$ cat src/rtl/seg7_capture.sv
// -----------------------------------------------------------------------------
// seg7_capture
//   Receive side of a 4-digit multiplexed 7-segment bus. Each {an,seg} pair must
//   be stable for STABLE_CYCLES consecutive samples before it is accepted. An
//   accepted pair is decoded back to a hex nibble and stored per digit.
//
// Parameters
//   STABLE_CYCLES  consecutive equal samples needed to accept {an,seg} (>=1)
//
// Ports
//   clk         in   1  system clock, rising edge
//   rst         in   1  synchronous reset, active-high
//   seg         in   7  segments {a,b,c,d,e,f,g}, a=bit6, active-high
//   an          in   4  digit enables, active-low; an[N]=0 selects digitN
//   digit0..3   out  4  last decoded hex value of each digit
//   valid       out  4  valid[N]=1: digitN holds a good decode
//   upd         out  1  1-cycle pulse: a digit was decoded successfully
//   err         out  1  1-cycle pulse: bad pattern on a selected digit
//   frame_done  out  1  1-cycle pulse: all 4 digits accepted since last pulse
// -----------------------------------------------------------------------------
module seg7_capture #(
    parameter int unsigned STABLE_CYCLES = 4
) (
    input  logic       clk,
    input  logic       rst,
    input  logic [6:0] seg,
    input  logic [3:0] an,
    output logic [3:0] digit0,
    output logic [3:0] digit1,
    output logic [3:0] digit2,
    output logic [3:0] digit3,
    output logic [3:0] valid,
    output logic       upd,
    output logic       err,
    output logic       frame_done
);

    localparam int unsigned CW = $clog2(STABLE_CYCLES + 1);
    localparam logic [CW-1:0] CNT_MAX  = CW'(STABLE_CYCLES);
    localparam logic [CW-1:0] CNT_LAST = CW'(STABLE_CYCLES - 1);

    logic [10:0]   r;
    logic [CW-1:0] cnt;
    logic [3:0]    seen;
    logic [3:0]    dig [4];

    logic [10:0]   sample;
    logic          same;
    logic          accept;
    logic          onehot;
    logic [1:0]    idx;
    logic [3:0]    sel_mask;
    logic          hit;
    logic [3:0]    value;
    logic          blank;
    logic [3:0]    seen_next;

    // Segment pattern to hex nibble; hit=0 for patterns outside the table.
    function automatic logic [4:0] decode(input logic [6:0] s);
        logic [4:0] d;
        case (s)
            7'h7E:   d = {1'b1, 4'h0};
            7'h30:   d = {1'b1, 4'h1};
            7'h6D:   d = {1'b1, 4'h2};
            7'h79:   d = {1'b1, 4'h3};
            7'h33:   d = {1'b1, 4'h4};
            7'h5B:   d = {1'b1, 4'h5};
            7'h5F:   d = {1'b1, 4'h6};
            7'h70:   d = {1'b1, 4'h7};
            7'h7F:   d = {1'b1, 4'h8};
            7'h7B:   d = {1'b1, 4'h9};
            7'h77:   d = {1'b1, 4'hA};
            7'h1F:   d = {1'b1, 4'hB};
            7'h4E:   d = {1'b1, 4'hC};
            7'h3D:   d = {1'b1, 4'hD};
            7'h4F:   d = {1'b1, 4'hE};
            7'h47:   d = {1'b1, 4'hF};
            default: d = '0;
        endcase
        return d;
    endfunction

    always_comb begin
        sample = {an, seg};
        same   = (sample == r);
        // Fires only on the CNT_LAST -> CNT_MAX step; saturation blocks repeats.
        accept = same && (cnt == CNT_LAST);

        // The accepted pair equals r, so decode from r.
        onehot = 1'b1;
        idx    = 2'd0;
        case (r[10:7])
            4'b1110: idx = 2'd0;
            4'b1101: idx = 2'd1;
            4'b1011: idx = 2'd2;
            4'b0111: idx = 2'd3;
            default: onehot = 1'b0;
        endcase
        sel_mask = 4'b0001 << idx;

        {hit, value} = decode(r[6:0]);
        blank        = (r[6:0] == 7'h00);
        seen_next    = seen | sel_mask;
    end

    always_ff @(posedge clk) begin
        if (rst) begin
            r          <= {4'hF, 7'h00};
            cnt        <= '0;
            seen       <= '0;
            valid      <= '0;
            upd        <= 1'b0;
            err        <= 1'b0;
            frame_done <= 1'b0;
            for (int unsigned i = 0; i < 4; i++) begin
                dig[i] <= '0;
            end
        end else begin
            r          <= sample;
            upd        <= 1'b0;
            err        <= 1'b0;
            frame_done <= 1'b0;

            if (!same) begin
                cnt <= '0;
            end else if (cnt != CNT_MAX) begin
                cnt <= cnt + 1'b1;
            end

            if (accept && onehot) begin
                if (hit || blank) begin
                    if (hit) begin
                        dig[idx]   <= value;
                        valid[idx] <= 1'b1;
                        upd        <= 1'b1;
                    end else begin
                        valid[idx] <= 1'b0;
                    end
                    // A completed frame restarts from an empty mask, dropping
                    // the digit that completed it.
                    if (seen_next == 4'hF) begin
                        frame_done <= 1'b1;
                        seen       <= '0;
                    end else begin
                        seen       <= seen_next;
                    end
                end else begin
                    err        <= 1'b1;
                    valid[idx] <= 1'b0;
                end
            end
        end
    end

    assign digit0 = dig[0];
    assign digit1 = dig[1];
    assign digit2 = dig[2];
    assign digit3 = dig[3];

endmodule

$ cat config.mk
export PLATFORM = sky130hd
export DESIGN_NAME = seg7_capture
export DESIGN_NICKNAME = d
export VERILOG_FILES = /design/src/rtl/seg7_capture.sv
export SDC_FILE = /design/constraint.sdc
export NUM_CORES = 1
export LEC_CHECK = 0
export ABC_AREA = 1
export CORE_ASPECT_RATIO = 1.2
export CORE_MARGIN = 5
export CORE_UTILIZATION = 42
export DETAILED_ROUTE_END_ITERATION = 8
export GPL_ROUTABILITY_DRIVEN = 0
export PLACE_DENSITY_LB_ADDON = 0.1
export RECOVER_POWER = 25
export REMOVE_ABC_BUFFERS = 1
export SYNTH_ARGS = -nofsm -noshare
export SYNTH_HDL_FRONTEND = slang
export SYNTH_SLANG_ARGS = --single-unit
$ cat constraint.sdc
create_clock -name clk -period 3.8 [get_ports clk]
set_input_delay 0.76 -clock clk [delete_from_list [all_inputs] [get_ports clk]]
set_output_delay 0.76 -clock clk [all_outputs]
set_load 0.005 [all_outputs]
==> impl_metrics.toml, run 1 <==
[cts]
htree_levels = 2
clockBufferDepth = 2
cts_tree = "built"
cts_setup_buffers = 0
cts_sinks = 41
insertion_delay_ns = 0.29
ctsRootBufferMaster = "clkbuf_8"
cts_resized = 0
cts_hold_buf = 0
cts_buffers = 5
clk_pin_slew_ns = 0.08

[floorplanning]
die_area_um2 = 7000
die_x_um = 77.2
fp.coreArea_um2 = 5260
start_util_pct = 43.3
io_pins = 36
die_h_um = 90.6
rows = 29

[setup_path]
crit_buf_inv = 3
cp_cell_sequence = "clkdlybuf4s50_1, inv_1, nand2_1, nand2_1, nor2_2, nand2_2, nor2_1, nand3_1, nor2_4, nand2_4, inv_8, nand2_4, nor2_1"
slowest_delay_ns = 0.49
required_ns = 3.95
critPathMaxFanout = 6
start_kind = "primary input"
crit_arrival_ns = 2.75
crit_path_top_delay_cell = "clkdlybuf4s50_1"
cp-end-kind = "flip-flop"
crit_family = "simple AND/OR/NAND/NOR gates"
crit_type = "in2reg"

[yosys]
synth.avg_cell_area_um2 = 7.61
ys_types = 34
yosys_warnings = 0
synth_ff_type = "dfxtp_1"
yosysSeqAreaShare_pct = 43.1
async_reset_ff_share_pct = 0
ys_ff_latch = 41
synth_area_um2 = 2280
synth_edf_count = 16
synthCells = 299

[timing]
final_hold_viol_count = 0
fin_ws_ns = 1.20
relSlewSlack_pct = 38.2
rsz0062_at_grt = "no"
fin_skew_ns = 0.00613
setup_viol = 0
fmax_mhz = 385
hold_slack_ns = 0.477
fin_crit_ns = 2.60
finalSetupTns_ns = 0
drv_slew = 0
finalCritPeriodShare_pct = 68.4
worst_pin_slew_ns = 0.919

[place]
place_ws_ns = 1.07
dp.cells = 391
dpl.hpwl_mm = 3.65
port_buffers = 35

[power_and_ir_drop]
ir_drop_mv = 0.156
p_per_area_nw_per_um2 = 312
power.total_w = 0.000848
p_leak_nw = 1.33

[global_route]
grt_pass1_vias = 1813
grt_max_degree = 16
antenna_found_initial = 0
grtUsageTotal_pct = 13.9
grt_pass1_wl_mm = 8.08
grt_overflow = 0

[cells_and_area]
drive_gt1_share_pct = 13.6
antennaDiodeCount = 0
fill_cells = 547
area_growth_pct = 19.4
final_cells = 399
final_nets = 352
final_cell_mix = "nand2_1 (75), nor2_1 (53), inv_1 (37)"
layout_commonest_cell = "nand2_1"

[routing]
wire_per_inst_um = 11.3
initialDrtViolationCount = 78
viasPerCell = 4.74
num_vias = 1892
drt_wl_total_mm = 4.51
ant_nets = 0
drt_pass1_iterations = 4
remaining_drc_errors = 0

[status]
status = "completed"

[min_path]
hold_class = "reg2reg"

[job]
drv_cap = 0
[worst min-delay path, delay by kind of cell (launching register included)]
family	cells	cell delay (ns)
DFF	1	0.31
and+or+nand+nor	2	0.12
[power breakdown]
part           internal (W)  switching, W  total (W)
clock network      0.000127      0.000155   0.000281
logic             0.0000377     0.0000510  0.0000887
registers          0.000466     0.0000117   0.000478
[through the flow]
stage                     instance area, um2  util (%)
after floorplan                         2230         -
after global placement                  2660      50.6
after detailed placement                2660      50.6
after CTS                               2750      52.2
after global routing                    2720      51.6
final                                   2720      51.6
[final cells by class]
| cell class | count | area (um2) | share of cell area [%] |
|---|---|---|---|
| Timing Repair Buffer | 36 | 354 | 13.0 |
| Tap cell | 62 | 77.6 | 2.86 |
| Clock inverter | 3 | 17.5 | 0.645 |
| Clock buffer | 5 | 68.8 | 2.53 |
| Sequential cell | 41 | 981 | 36.1 |
| Multi-Input combinational cell | 203 | 1020 | 37.7 |
| Inverter | 49 | 194 | 7.14 |
[metal layers]
metal	track usage, %	share of wire (%)	vias to the layer above
li1	-	-	1006
met3	3.19	6.3	7
met1	16.2	44	837
met4	5.44	1.8	0
met2	24.3	48	42
met5	0	0	-
[flip-flops by register name (all words and copies together), names as in the netlist, named ones only]
register	cells
cnt	3
dig	16
err	1
frame_done	1
r	11
seen	4
upd	1
[cells in the mapped netlist, types with 2 or more instances]
cell / n / share of area, %
nand2_1: 75 / 12
nor2_1: 52 / 8.6
inv_1: 37 / 6.1
dfxtp_1: 25 / 22
nand3_1: 21 / 4.6
edfxtp_1: 16 / 21
inv_2: 9 / 1.5
a21oi_1: 7 / 1.5
nand2_2: 6 / 1.6
nand3_2: 6 / 2.6
nand4_1: 6 / 1.6
nand2_4: 5 / 2.5
ha_1: 3 / 1.6
nor2_2: 3 / 0.82
nor2_4: 3 / 1.5
nor3_1: 3 / 0.66
buf_4: 2 / 0.66
clkbuf_1: 2 / 0.33
nand3_4: 2 / 1.5
nor2_8: 2 / 1.8
[path summary, 6_finish.rpt]
check | slack (ns) | depth (start not counted) | to | startpoint
max | 1.20 | 13 | dig[1][0] | seg[4]
min | 0.48 | 2 | flip-flop | flip-flop
max reg2reg | 1.63 | 12 | dig[1][0] | r[4]
min reg2reg | 0.48 | 2 | flip-flop | flip-flop
[kinds of logic (layout without fill, tap and decap cells)]
kind of cell | Yosys count | after routing | share of synthesized area (%)
xor gates and xnor gates | 2 | 2 | 0.770
adders and majority gates | 3 | 3 | 1.65
buffers and inverters | 55 | 93 | 10.7
AOI/OAI and AO/OA | 10 | 10 | 2.31
and+or+nand+nor | 188 | 188 | 41.5
DFF | 41 | 41 | 43.1
Power figures use the tool's default switching activity.
==> inputs of run 2 (changes only) <==
==> constraint.sdc (replaced) <==
create_clock -name clk -period 2.2 [get_ports clk]
set_input_delay 0.44 -clock clk [delete_from_list [all_inputs] [get_ports clk]]
set_output_delay 0.44 -clock clk [all_outputs]
set_load 0.005 [all_outputs]
==> run 2 against run 1 <==
- sequential share of layout area shrank 1.8 points
- worst hold slack worse by 0.0053 ns
- combinational power increased by 84%
- via count rose by 2.7%
- clock power increased by 130%
- cell count up 2.8%
- sequential power is 73% higher
- clock-buffer cell count up 1
- flip-flop and latch count stayed put
- first-iteration DRC count grew 6.4%
- final area grew 5.2%
- routed wire length is 5.8% higher
==> impl_metrics.toml, run 2 (same netlist as run 1, synthesis figures left out) <==
[status]
status = "completed"

[setup_path]
cp_cell_sequence = "dlygate4sd3_1, inv_1, clkbuf_1, nand2_1"
r2r_start = "r[4]"
start_kind = "primary input"
required_ns = 2.20
cp-end-kind = "flip-flop"
slowest_delay_ns = 0.57
crit_family = "buffers and inverters"
crit_path_start = "rst"
crit_type = "in2reg"
critPathMaxFanout = 14
crit_buf_inv = 3
crit_arrival_ns = 1.98
crit_path_top_delay_cell = "clkbuf_1"

[cts]
insertion_delay_ns = 0.30
cts_setup_buffers = 0
cts_tree = "built"
ctsRootBufferMaster = "clkbuf_8"
clockBufferDepth = 2
cts_resized = 0
cts_sinks = 41
cts_buffers = 5
htree_levels = 2
clk_pin_slew_ns = 0.08
cts_hold_buf = 0

[timing]
finalCritPeriodShare_pct = 89.8
drv_slew = 0
fmax_mhz = 506
relSlewSlack_pct = 52.4
rsz0062_at_grt = "no"
hold_slack_ns = 0.471
fin_crit_ns = 1.98
final_hold_viol_count = 0
setup_viol = 0
fin_ws_ns = 0.224
worst_pin_slew_ns = 0.713
fin_skew_ns = 0.00493

[cells_and_area]
top_register = "dig"
largest_registers = "dig: 16 flops, r: 11 flops, seen: 4 flops"
drive_gt1_share_pct = 16.7
final_cell_mix = "nand2_1 (75), nor2_1 (52), inv_1 (37)"
regArea_um2 = 981
final_nets = 363
area_growth_pct = 25.6
layout_commonest_cell = "nand2_1"
multi_input_area_um2 = 1050
fill_cells = 549
antennaDiodeCount = 0
largest_reg_flops = 16

[power_and_ir_drop]
power_frac_comb_pct = 10.0
pwr-share-seq_pct = 50.4
p_leak_nw = 1.42
internal_power_w = 0.00124
ir_drop_mv = 0.464
p_switching_w = 0.000394
p_clk_share_pct = 39.6
switching_share_pct = 24.0
power.total_w = 0.00164
p_per_area_nw_per_um2 = 573

[global_route]
grtUsageTotal_pct = 14.4
grt_overflow = 0
grt_max_degree = 15
antenna_found_initial = 0
grt_pass1_vias = 1877
grt_pass1_wl_mm = 8.29

[routing]
initialDrtViolationCount = 83
drt_pass1_iterations = 4
viasPerCell = 4.74
ant_nets = 0
remaining_drc_errors = 0
wire_per_inst_um = 11.7
num_vias = 1943
drt_wl_total_mm = 4.78

[floorplanning]
die_h_um = 90.6
die_x_um = 77.2
start_util_pct = 43.3
die_area_um2 = 7000
rows = 29
io_pins = 36
fp.coreArea_um2 = 5260

[job]
drv_cap = 0

[place]
port_buffers = 35
dpl.hpwl_mm = 3.85
place_ws_ns = -0.0628

[min_path]
hold_class = "reg2reg"
-- run 2: changes by cell type in the layout (fill, tap and decap cells not counted) --
cell / before / now
buf_4: 0 / 10
bufinv_16: 0 / 1
clkbuf_1: 1 / 2
clkbuf_8: 5 / 6
clkdlybuf4s50_1: 27 / 25
clkinv_2: 2 / 0
dlygate4sd3_1: 8 / 10
nand3_1: 22 / 21
nand3_4: 1 / 2
nor2_1: 53 / 52
nor2_8: 1 / 2
-- run 2: per-layer routing --
metal | wire length, um | GRT usage [%] | part of all wire [%]
met1 | 2010 | 17.0 | 42
met5 | 0 | 0 | 0
met4 | 73 | 4.73 | 1.5
met2 | 2420 | 25.4 | 51
met3 | 267 | 3.49 | 5.6
-- run 2: power by group through the flow --
stage / clock, W / combinational [W] / sequential, W
3_3_place_gp: 0 / 0.000166 / 0.000843
2_1_floorplan: 0 / 0.0000928 / 0.000841
4_1_cts: 0.000658 / 0.000168 / 0.000826
3_5_place_dp: 0 / 0.000168 / 0.000843
6_report: 0.000649 / 0.000163 / 0.000825
5_1_grt: 0.000691 / 0.000184 / 0.000829
-- run 2: cell type report --
type	count	area share (%)
tap	62	2.71
multi-input combinational	203	36.8
sequential	41	34.3
inverter	49	6.79
timing repair buffer	47	15.1
clock inverter	2	1.31
clock buffer	6	2.89
-- run 2: final timing paths --
check             cells past startpoint  slack (ns)         to
setup / recovery                      4        0.22  dig[0][1]
setup reg to reg                      8        0.32  dig[3][3]
hold / removal                        2        0.47  flip-flop
hold reg to reg                       2        0.47  flip-flop
-- run 2: metrics by stage --
stage / cell area (um2) / instances / utilization (%) / TNS [ns]
floorplan: 2230 / 293 / - / 0
global placement: 2750 / 402 / 52.2 / -0.254
detailed placement: 2750 / 402 / 52.2 / -0.990
CTS: 2870 / 410 / 54.5 / 0
global route: 2860 / 410 / 54.3 / 0
finish: 2860 / 410 / 54.3 / 0
-- run 2: worst min-delay path, cell delays in order, from the launching register on --
cell	delay [ns]
dfxtp_1	0.32
nand3_1	0.07
nand2_1	0.04
==> inputs of run 3 (changes only) <==
--- a/config.mk
+++ b/config.mk
@@ -14,6 +14,8 @@
 export PLACE_DENSITY_LB_ADDON = 0.1
 export RECOVER_POWER = 25
 export REMOVE_ABC_BUFFERS = 1
+export SETUP_SLACK_MARGIN = 0.02
 export SYNTH_ARGS = -nofsm -noshare
 export SYNTH_HDL_FRONTEND = slang
 export SYNTH_SLANG_ARGS = --single-unit
+export TNS_END_PERCENT = 30
==> results of run 3 <==
Same layout as run 2: the final DEF is identical, and so are final timing and power.
